$ cat config.mk
export PLATFORM = sky130hd
export DESIGN_NAME = fp_add_arbiter
export DESIGN_NICKNAME = d
export VERILOG_FILES = /design/src/rtl/fpu_pkg.sv /design/src/rtl/fp_add.sv /design/src/rtl/rr_arbiter.sv /design/src/rtl/fp_add_arbiter.sv
export SDC_FILE = /design/constraint.sdc
export NUM_CORES = 1
export LEC_CHECK = 0
export CAP_MARGIN = 20
export CORE_AREA = 5 5 136 138
export CTS_CLUSTER_SIZE = 16
export DETAILED_ROUTE_END_ITERATION = 7
export DIE_AREA = 0 0 141 143
export PLACE_DENSITY = 0.82
export SLEW_MARGIN = 0
export SYNTH_ARGS = -nofsm -noshare
export SYNTH_HDL_FRONTEND = slang
export SYNTH_SLANG_ARGS = --single-unit
$ cat constraint.sdc
create_clock -name clock -period 11.1 [get_ports clock]
set_clock_uncertainty 0.1 [all_clocks]
set_input_delay 2.22 -clock clock [delete_from_list [all_inputs] [get_ports clock]]
set_output_delay 2.22 -clock clock [all_outputs]
set_load 0.02 [all_outputs]
$ cat src/rtl/fpu_pkg.sv
`default_nettype none
// ============================================================================
// Module   : fpu_pkg
// Purpose  : Shared FP16 types and widths for the PE floating-point unit.
// Revision : 1.0 - initial release
// ============================================================================
package fpu_pkg;

    localparam int FP16_W  = 16;
    localparam int FLAGS_W = 4;

    typedef logic [FP16_W-1:0] fp16_t;

    // Bit order matches the rsp_flags vector: {overflow, underflow, inexact, cout}
    typedef struct packed {
        logic overflow;
        logic underflow;
        logic inexact;
        logic cout;
    } fp_flags_t;

endpackage
`default_nettype wire

$ cat src/rtl/fp_add.sv
`default_nettype none
// ============================================================================
// Module   : fp_add
// Purpose  : Combinational FP16 adder. Subnormal inputs/results flush to zero,
//            the fraction is truncated, overflow saturates to infinity.
//            inexact is reported whenever a nonzero operand had to be aligned
//            or a normalisation carry dropped a set bit. cout marks an
//            exponent carry-out caused by the significand carry.
// Revision : 1.0 - initial release
// ============================================================================
module fp_add
    import fpu_pkg::*;
(
    input  fp16_t     a,
    input  fp16_t     b,
    output fp16_t     sum,
    output fp_flags_t flags
);

    fp16_t       op_l;
    fp16_t       op_s;
    logic        sl;
    logic        ss;
    logic        eff_sub;
    logic        lz_found;
    logic [4:0]  el;
    logic [4:0]  es;
    logic [4:0]  ediff;
    logic [10:0] ml;
    logic [10:0] ms;
    logic [10:0] ms_al;
    logic [11:0] mag;
    logic [9:0]  frac;
    int          lz;
    int          e_res;

    // Order by magnitude so the aligned subtraction can never go negative
    always_comb begin
        op_l    = (a[14:0] >= b[14:0]) ? a : b;
        op_s    = (a[14:0] >= b[14:0]) ? b : a;
        sl      = op_l[15];
        ss      = op_s[15];
        el      = op_l[14:10];
        es      = op_s[14:10];
        ml      = (el != 5'd0) ? {1'b1, op_l[9:0]} : 11'd0;
        ms      = (es != 5'd0) ? {1'b1, op_s[9:0]} : 11'd0;
        ediff   = el - es;
        ms_al   = ms >> ediff;
        eff_sub = sl ^ ss;
    end

    // Add/subtract aligned significands, normalise, then pack and flag
    always_comb begin
        sum      = '0;
        flags    = '0;
        lz       = 0;
        lz_found = 1'b0;
        e_res    = 0;
        frac     = '0;
        mag      = eff_sub ? ({1'b0, ml} - {1'b0, ms_al}) : ({1'b0, ml} + {1'b0, ms_al});
        flags.inexact = (ediff != 5'd0) && (ms != 11'd0);

        if (mag[11]) begin
            e_res         = int'(el) + 1;
            frac          = mag[10:1];
            flags.inexact = flags.inexact | mag[0];
            flags.cout    = (e_res >= 31);
        end else begin
            for (int i = 10; i >= 0; i--) begin
                if (!lz_found && mag[i]) begin
                    lz       = 10 - i;
                    lz_found = 1'b1;
                end
            end
            e_res = int'(el) - lz;
            frac  = 10'(mag[10:0] << lz);
        end

        if (mag == 12'd0) begin
            sum = {sl & ~eff_sub, 15'd0};
        end else if (e_res >= 31) begin
            flags.overflow = 1'b1;
            sum            = {sl, 5'h1F, 10'd0};
        end else if (e_res <= 0) begin
            flags.underflow = 1'b1;
            flags.inexact   = 1'b1;
            sum             = {sl, 15'd0};
        end else begin
            sum = {sl, 5'(e_res), frac};
        end

        // Infinity/NaN operands bypass the datapath
        if (el == 5'h1F) begin
            flags = '0;
            if ((op_l[9:0] != 10'd0) || ((es == 5'h1F) && eff_sub)) begin
                sum = 16'h7E00;
            end else begin
                sum = op_l;
            end
        end
    end

endmodule
`default_nettype wire

$ cat src/rtl/rr_arbiter.sv
`default_nettype none
// ============================================================================
// Module   : rr_arbiter
// Purpose  : Combinational round-robin arbiter. Search starts one past ptr and
//            wraps; the first active requester gets a one-hot grant.
// Revision : 1.0 - initial release
// ============================================================================
module rr_arbiter #(
    parameter  int N     = 4,
    localparam int IDX_W = (N > 1) ? $clog2(N) : 1
) (
    input  logic [N-1:0]     req,
    input  logic [IDX_W-1:0] ptr,
    output logic [N-1:0]     gnt,
    output logic [IDX_W-1:0] gnt_idx
);

    logic             found;
    logic [IDX_W-1:0] cand;

    // Rotating-priority scan: candidates ptr+1, ptr+2, ... ptr (mod N)
    always_comb begin
        gnt     = '0;
        gnt_idx = '0;
        found   = 1'b0;
        cand    = '0;
        for (int i = 1; i <= N; i++) begin
            cand = IDX_W'((int'(ptr) + i) % N);
            if (!found && req[cand]) begin
                found     = 1'b1;
                gnt[cand] = 1'b1;
                gnt_idx   = cand;
            end
        end
    end

endmodule
`default_nettype wire

$ cat src/rtl/fp_add_arbiter.sv
`default_nettype none
// ============================================================================
// Module   : fp_add_arbiter
// Purpose  : Shares one FP16 adder between NUM_REQ requesters. Round-robin
//            grant into an operand stage, adder, result stage; tagged response
//            with backpressure and per-requester sticky flag accumulators.
// Revision : 1.0 - initial release
// ============================================================================
module fp_add_arbiter
    import fpu_pkg::*;
#(
    parameter  int NUM_REQ = 4,
    parameter  int TAG_W   = 8,
    localparam int ID_W    = (NUM_REQ > 1) ? $clog2(NUM_REQ) : 1
) (
    input  logic                             clock,
    input  logic                             reset_n,
    input  logic [NUM_REQ-1:0]               req_valid,
    input  logic [NUM_REQ-1:0][FP16_W-1:0]   req_opA,
    input  logic [NUM_REQ-1:0][FP16_W-1:0]   req_opB,
    input  logic [NUM_REQ-1:0][TAG_W-1:0]    req_tag,
    output logic [NUM_REQ-1:0]               req_ready,
    output logic                             rsp_valid,
    input  logic                             rsp_ready,
    output logic [ID_W-1:0]                  rsp_id,
    output logic [TAG_W-1:0]                 rsp_tag,
    output logic [FP16_W-1:0]                rsp_sum,
    output logic [FLAGS_W-1:0]               rsp_flags,
    output logic [NUM_REQ-1:0][FLAGS_W-1:0]  flag_accum,
    input  logic [NUM_REQ-1:0]               flag_clr,
    output logic                             busy
);

    // Operand stage
    logic                 s1_valid_q, s1_valid_d;
    fp16_t                s1_opa_q,   s1_opa_d;
    fp16_t                s1_opb_q,   s1_opb_d;
    logic [TAG_W-1:0]     s1_tag_q,   s1_tag_d;
    logic [ID_W-1:0]      s1_id_q,    s1_id_d;

    // Result stage
    logic                 s2_valid_q, s2_valid_d;
    fp16_t                s2_sum_q,   s2_sum_d;
    logic [FLAGS_W-1:0]   s2_flags_q, s2_flags_d;
    logic [TAG_W-1:0]     s2_tag_q,   s2_tag_d;
    logic [ID_W-1:0]      s2_id_q,    s2_id_d;

    logic [ID_W-1:0]                 ptr_q, ptr_d;
    logic [NUM_REQ-1:0][FLAGS_W-1:0] flag_accum_q, flag_accum_d;

    logic               s1_adv;
    logic               s2_adv;
    logic               accept;
    logic               retire;
    logic [NUM_REQ-1:0] gnt;
    logic [ID_W-1:0]    gnt_idx;
    fp16_t              add_sum;
    fp_flags_t          add_flags;

    rr_arbiter #(
        .N       (NUM_REQ)
    ) u_arb (
        .req     (req_valid),
        .ptr     (ptr_q),
        .gnt     (gnt),
        .gnt_idx (gnt_idx)
    );

    fp_add u_add (
        .a     (s1_opa_q),
        .b     (s1_opb_q),
        .sum   (add_sum),
        .flags (add_flags)
    );

    // Stage advance, handshakes; ready/valid are forced low while in reset
    always_comb begin
        s2_adv    = !s2_valid_q || rsp_ready;
        s1_adv    = !s1_valid_q || s2_adv;
        req_ready = (reset_n && s1_adv) ? gnt : '0;
        accept    = |req_ready;
        rsp_valid = s2_valid_q && reset_n;
        retire    = rsp_valid && rsp_ready;
        busy      = s1_valid_q || s2_valid_q;
    end

    // Next-state for pipeline stages, arbitration pointer and flag accumulators
    always_comb begin
        s1_valid_d   = s1_valid_q;
        s1_opa_d     = s1_opa_q;
        s1_opb_d     = s1_opb_q;
        s1_tag_d     = s1_tag_q;
        s1_id_d      = s1_id_q;
        s2_valid_d   = s2_valid_q;
        s2_sum_d     = s2_sum_q;
        s2_flags_d   = s2_flags_q;
        s2_tag_d     = s2_tag_q;
        s2_id_d      = s2_id_q;
        ptr_d        = ptr_q;
        flag_accum_d = flag_accum_q;

        if (s1_adv) begin
            s1_valid_d = accept;
            if (accept) begin
                s1_opa_d = req_opA[gnt_idx];
                s1_opb_d = req_opB[gnt_idx];
                s1_tag_d = req_tag[gnt_idx];
                s1_id_d  = gnt_idx;
                ptr_d    = gnt_idx;
            end
        end

        if (s2_adv) begin
            s2_valid_d = s1_valid_q;
            if (s1_valid_q) begin
                s2_sum_d   = add_sum;
                s2_flags_d = add_flags;
                s2_tag_d   = s1_tag_q;
                s2_id_d    = s1_id_q;
            end
        end

        // Clear first so flags retiring in the same cycle survive the clear
        for (int i = 0; i < NUM_REQ; i++) begin
            flag_accum_d[i] = flag_clr[i] ? '0 : flag_accum_q[i];
            if (retire && (s2_id_q == ID_W'(i))) begin
                flag_accum_d[i] = flag_accum_d[i] | s2_flags_q;
            end
        end
    end

    // State registers with synchronous active-low reset
    always_ff @(posedge clock) begin
        if (!reset_n) begin
            s1_valid_q   <= 1'b0;
            s1_opa_q     <= '0;
            s1_opb_q     <= '0;
            s1_tag_q     <= '0;
            s1_id_q      <= '0;
            s2_valid_q   <= 1'b0;
            s2_sum_q     <= '0;
            s2_flags_q   <= '0;
            s2_tag_q     <= '0;
            s2_id_q      <= '0;
            ptr_q        <= ID_W'(NUM_REQ - 1);
            flag_accum_q <= '0;
        end else begin
            s1_valid_q   <= s1_valid_d;
            s1_opa_q     <= s1_opa_d;
            s1_opb_q     <= s1_opb_d;
            s1_tag_q     <= s1_tag_d;
            s1_id_q      <= s1_id_d;
            s2_valid_q   <= s2_valid_d;
            s2_sum_q     <= s2_sum_d;
            s2_flags_q   <= s2_flags_d;
            s2_tag_q     <= s2_tag_d;
            s2_id_q      <= s2_id_d;
            ptr_q        <= ptr_d;
            flag_accum_q <= flag_accum_d;
        end
    end

    assign rsp_id     = s2_id_q;
    assign rsp_tag    = s2_tag_q;
    assign rsp_sum    = s2_sum_q;
    assign rsp_flags  = s2_flags_q;
    assign flag_accum = flag_accum_q;

endmodule
`default_nettype wire
==> impl_metrics.json, run 1 <==
{
  "syn_avg_cell_area_sq_um": 8.46,
  "ys_ff_latch": 92,
  "grt_max_degree": 91,
  "via_count": 8765,
  "die-area_sq_um": 20200,
  "initial_core_util_pct": 50.1,
  "clk_latency_ns": 0.34,
  "ant_nets": 0,
  "hold_violations": 0,
  "critPathRequiredTime_ns": 11.28,
  "hold_depth": 2,
  "synth_area_leader_cell": "dfxtp_1",
  "rows": 48,
  "drc": 0,
  "cp-end-kind": "register",
  "cts.clk_slew.worst_paths_ns": 0.07,
  "detail_route.wl_per_cell_um": 19.8,
  "synthAdderAreaFrac_pct": 6.91,
  "synth_compound_area_share_pct": 20.7,
  "grt_pass1_vias": 8555,
  "tightest_slew_ns": 0.875,
  "rrSetupSlack_ns": 1.0,
  "overflow": 0,
  "cp.arrival_ns": 10.28,
  "synth-edff-count": 0,
  "nFillCells": 1445,
  "synth_top_family_by_area": "simple AND/OR/NAND/NOR gates",
  "max_stage_delay_ns": 0.68,
  "synth_cells": 1010,
  "dominantRegCellSynth": "dfxtp_1",
  "cts-resized-gates": 0,
  "post-dp-hpwl_mm": 22.6,
  "post-route-period-util_pct": 91.0,
  "synth.area.top_cells": "dfxtp_1 22%, mux4_2 13%, mux2i_1 8.1%, ha_1 6.4%, nor2b_1 6.0%",
  "io_pins": 223,
  "clock-sinks": 92,
  "synthToLayoutAreaGrowth_pct": 31.3,
  "portBuffers": 222,
  "fmax_mhz": 99.0,
  "r2r_start": "s1_opb_q[10]",
  "critPathMaxFanout": 24,
  "hold_path_class": "reg2reg",
  "max-cap-violations": 0,
  "r2r_cells": 40,
  "finalNetCount": 1419,
  "cts_buffers": 9,
  "drt-pass1-iter-count": 7,
  "yosysWarnings": 0,
  "syn-cell-area_sq_um": 8550,
  "routabilityCongestion": 1.03,
  "slew_headroom_pct": 41.5,
  "setup_tns_ns": 0,
  "cts_setup_buffers": 0,
  "initialDrtViolationCount": 738,
  "worstSetupPathType": "reg2reg",
  "cts-root-buf": "clkbuf_16",
  "yosys.area_share.xor_xnor_pct": 1.73,
  "cp_common_cell": "ha_1",
  "synth-simple-area-share_pct": 22.4,
  "coreArea_sq_um": 17100,
  "vias_per_cell": 6.12,
  "gr-usage-all-layers_pct": 27.4,
  "cts_tree": "done",
  "drive_gt1_share_pct": 8.79,
  "grt_first_pass_wirelength_mm": 44.5,
  "synth_top_area_share_pct": 21.6,
  "wl_mm": 28.3,
  "antenna_found_initial": 1,
  "start_kind": "register",
  "ys_seq_area_share_pct": 21.6,
  "die_height_um": 143,
  "yosysUniqueCellTypes": 81,
  "holdBufCountCts": 0,
  "postSynth.asyncResetShare_pct": 0,
  "rsz0062_at_grt": "no",
  "critPathSlowestCell": "ha_1",
  "synthMuxAreaShare_pct": 22.3,
  "die_w_um": 141,
  "cts_max_path_buffers": 2,
  "htreeDepth": 3,
  "setup_viol": 0,
  "status": "complete, no violations",
  "fin_crit_ns": 10.10,
  "synthesis.nets": 1227,
  "cp-startpoint": "s1_opb_q[10]",
  "drv_slew": 0,
  "hold_path_startpoint": "rsp_sum[3]"
}
routing by layer:
layer / track usage [%] / vias to the layer above / part of all wire, %
met5: 0 / - / 0
met1: 34.0 / 4106 / 40
met3: 5.12 / 68 / 7.9
li1: - / 4157 / -
met2: 47.3 / 434 / 49
met4: 10.8 / 0 / 3.7
worst paths after layout:
path | end
setup / recovery | rsp_sum[9]
hold / removal | rsp_sum[3]
setup reg to reg | rsp_sum[9]
hold reg to reg | rsp_sum[3]
synthesized netlist by cell type (all sizes together) (5+ instances only):
cell type,n
nand2,94
dfxtp,92
nor2b,82
mux2i,69
nor2,68
a21oi,64
o21ai,59
mux4,49
ha,44
clkbuf,42
inv,41
nor3,28
nand3,25
a21boi,19
a31oi,15
a21o,12
buf,11
mux2,10
and3,9
nand4,9
o211ai,9
o21a,9
or4,9
xnor2,9
nor4,8
o22ai,8
o31ai,8
or3,8
a211oi,7
and2,7
xor2,7
a221oi,6
a22oi,6
nand3b,6
nand2b,5
nor3b,5
or2,5
critical path: cells and delay by family, from the launching register on:
family / cells / cell delay (ns)
fa+ha+maj: 7 / 2.59
xor+xnor: 1 / 0.19
flops: 1 / 0.44
simple gates: 10 / 2.29
compound gates: 16 / 3.47
buf+inv: 6 / 0.99
through the flow:
stage	setup WS [ns]	hold WS, ns	utilization, %	instances	instance area [sq um]
3_3_place_gp	1.41	0.336	64.1	1415	10900
6_report	0.997	0.349	65.8	1432	11200
5_1_grt	0.252	0.373	65.8	1432	11200
3_5_place_dp	1.22	0.342	64.1	1415	10900
4_1_cts	1.17	0.352	65.7	1430	11200
2_1_floorplan	1.89	0.338	-	1010	8550
state kept, by name, indices dropped and copies added, names as in the netlist:
register	flops
s2_valid_q	1
ptr_q	2
rsp_flags	4
s1_opb_q	16
rsp_sum	16
s1_id_q	2
rsp_id	2
s1_opa_q	16
rsp_tag	8
flag_accum	16
s1_valid_q	1
s1_tag_q	8
cells in the final DEF (no fill, tap or decap), drive strengths merged, types with 9 or more instances in the layout:
cell type and instances:
a21boi 19, a21o 12, a21oi 64, a31oi 15, and3 9, buf 13
clkbuf 9, clkdlybuf4s50 221, dfxtp 92, ha 44, inv 41, mux2 10
mux2i 69, mux4 49, nand2 94, nand3 25, nand4 9, nor2 68
nor2b 82, nor3 28, o211ai 9, o21a 9, o21ai 59, or4 9
xnor2 9
final cells by class:
type	count	area [sq um]	share of cell area, %
antenna	1	2.50	0.0223
clock buffer	9	225	2.01
clock inverter	6	42.5	0.379
inverter	42	158	1.40
multi-input combinational	823	6350	56.6
sequential	92	1840	16.4
tap	225	282	2.51
timing repair buffer	234	2320	20.7
cell families after synthesis:
family	count (synthesis)
multiplexers	128
XOR/XNOR	16
buffers and inverters	95
AND/OR/NAND/NOR	372
AO/OA/AOI/OAI	261
flip-flops	92
adder cells (fa/ha/maj)	46
Power of run 1 is not shown: default switching activity piles up to over one toggle a cycle in this logic, so the estimate is an artifact.
==> inputs of run 2 (changes only) <==
--- a/config.mk
+++ b/config.mk
@@ -11,7 +11,7 @@
 export DETAILED_ROUTE_END_ITERATION = 7
 export DIE_AREA = 0 0 141 143
 export PLACE_DENSITY = 0.82
-export SLEW_MARGIN = 0
+export SLEW_MARGIN = 10
 export SYNTH_ARGS = -nofsm -noshare
 export SYNTH_HDL_FRONTEND = slang
 export SYNTH_SLANG_ARGS = --single-unit
==> results of run 2 <==
The final DEF is identical to that of run 1; final timing and power are the same.
Power of run 2 is left out for the same reason.
==> inputs of run 3 (changes only) <==
==> constraint.sdc (replaced) <==
create_clock -name clock -period 9.3 [get_ports clock]
set_clock_uncertainty 0.1 [all_clocks]
set_input_delay 0.93 -clock clock [delete_from_list [all_inputs] [get_ports clock]]
set_output_delay 0.93 -clock clock [all_outputs]
set_load 0.02 [all_outputs]
==> run 3 against run 2 <==
Against the previous run:
- die area is the same
- critical path depth shrank 4
- sequential share of layout area shrank 0.51 points
- clock-buffer cell count is the same
- highest routed layer unchanged
- first-iteration DRC count shrank 1.8%
==> impl_metrics.json, run 3 (synthesis results as in run 1) <==
{
  "status": "complete, no violations",
  "cts_tree": "done",
  "drc": 0,
  "grt_first_pass_wirelength_mm": 45.9,
  "max_stage_delay_ns": 0.59,
  "post-route-period-util_pct": 95.2,
  "start_kind": "register",
  "drv_slew": 0,
  "die-area_sq_um": 20200,
  "grt_max_degree": 91,
  "drive_gt1_share_pct": 13.1,
  "via_count": 8876,
  "tightest_slew_ns": 0.918,
  "die_w_um": 141,
  "clk_latency_ns": 0.35,
  "fin_crit_ns": 8.86,
  "top_usage_layer": "met2",
  "cp_common_cell": "ha_1",
  "synthToLayoutAreaGrowth_pct": 36.0,
  "io_pins": 223,
  "initial_core_util_pct": 50.1,
  "routabilityCongestion": 0.982,
  "htreeDepth": 3,
  "clock-sinks": 92,
  "setup_viol": 0,
  "critPathSlowestCell": "or4_1",
  "fmax_mhz": 113,
  "drt-pass1-iter-count": 6,
  "nFillCells": 1420,
  "slew_headroom_pct": 38.7,
  "vias_per_cell": 6.04,
  "detail_route.wl_per_cell_um": 20.0,
  "setup_tns_ns": 0,
  "use_met3_pct": 5.79,
  "gr-usage-all-layers_pct": 28.3,
  "cts_buffers": 9,
  "initialDrtViolationCount": 725,
  "die_height_um": 143,
  "diodes": 0,
  "hold_path_class": "reg2reg",
  "portBuffers": 222,
  "max-cap-violations": 0,
  "critPathRequiredTime_ns": 9.48,
  "final_cell_mix": "221 x clkdlybuf4s50_1, 92 x nand2_1, 87 x dfxtp_1, 82 x nor2b_1, 69 x mux2i_1",
  "worstSetupPathType": "reg2reg",
  "cts.clk_slew.worst_paths_ns": 0.07,
  "cts-root-buf": "clkbuf_16",
  "antenna_found_initial": 0,
  "critPathMaxFanout": 14,
  "grt_pass1_vias": 8796,
  "ant_nets": 0,
  "hold_violations": 0,
  "grt_use_met1_pct": 34.7,
  "post-dp-hpwl_mm": 23.4,
  "cp-end-kind": "register",
  "rows": 48,
  "cp.arrival_ns": 9.04,
  "final_common_cell": "clkdlybuf4s50_1",
  "crit_family": "simple AND/OR/NAND/NOR gates",
  "grt_util_met2_pct": 50.2,
  "cp_num_buf_inv": 4,
  "wl_mm": 29.4,
  "finalNetCount": 1457,
  "cts_max_path_buffers": 2,
  "overflow": 0,
  "rrSetupSlack_ns": 0.44,
  "coreArea_sq_um": 17100
}
run 3: cell type report:
cell class | count | area [sq um] | area share [%]
flip-flops and latches | 92 | 1850 | 15.9
clock buffers | 9 | 225 | 1.94
well taps | 225 | 282 | 2.42
repair buffers | 272 | 2610 | 22.4
clock inverters | 7 | 58.8 | 0.506
multi-input cells | 823 | 6440 | 55.4
inverters | 42 | 158 | 1.36
run 3: what timing repair did:
action	CTS	global route
resized for setup	0	29
setup buffers	0	1
endpoints found under the setup margin	0	17
hold buffers	0	0
run 3: worst reg2reg max path: cells and delay by family, from the launching register on:
family          cells  cell delay (ns)
compound gates     13             2.89
fa+ha+maj           6             1.76
buf+inv             4             0.55
flops               1             0.42
simple gates       13             3.08
run 3: through the flow:
step,util [%],hold WS [ns],cells,worst slack [ns],cell area (sq um)
after floorplan,-,0.338,1010,0.0855,8550
after global placement,65.7,0.335,1452,0.255,11200
after detailed placement,65.7,0.339,1452,0.0508,11200
after CTS,67.4,0.349,1468,0.00592,11500
after global routing,68.1,0.369,1470,-0.0553,11600
final,68.1,0.346,1470,0.444,11600
run 3: per-layer routing:
metal  share of wire, %  up-vias
met4                2.8        0
met1                 39     4187
met2                 51      386
met5                  0        -
li1                   -     4251
met3                7.5       52
run 3: path summary, 6_finish.rpt:
| kind | from | to | depth (start not counted) |
|---|---|---|---|
| hold reg to reg | rsp_sum[0] | rsp_sum[0] | 2 |
| setup reg to reg | s1_opb_q[10] | rsp_sum[9] | 36 |
| setup / recovery | s1_opb_q[10] | rsp_sum[9] | 36 |
| hold / removal | rsp_sum[0] | rsp_sum[0] | 2 |
Power of run 3 is left out for the same reason.
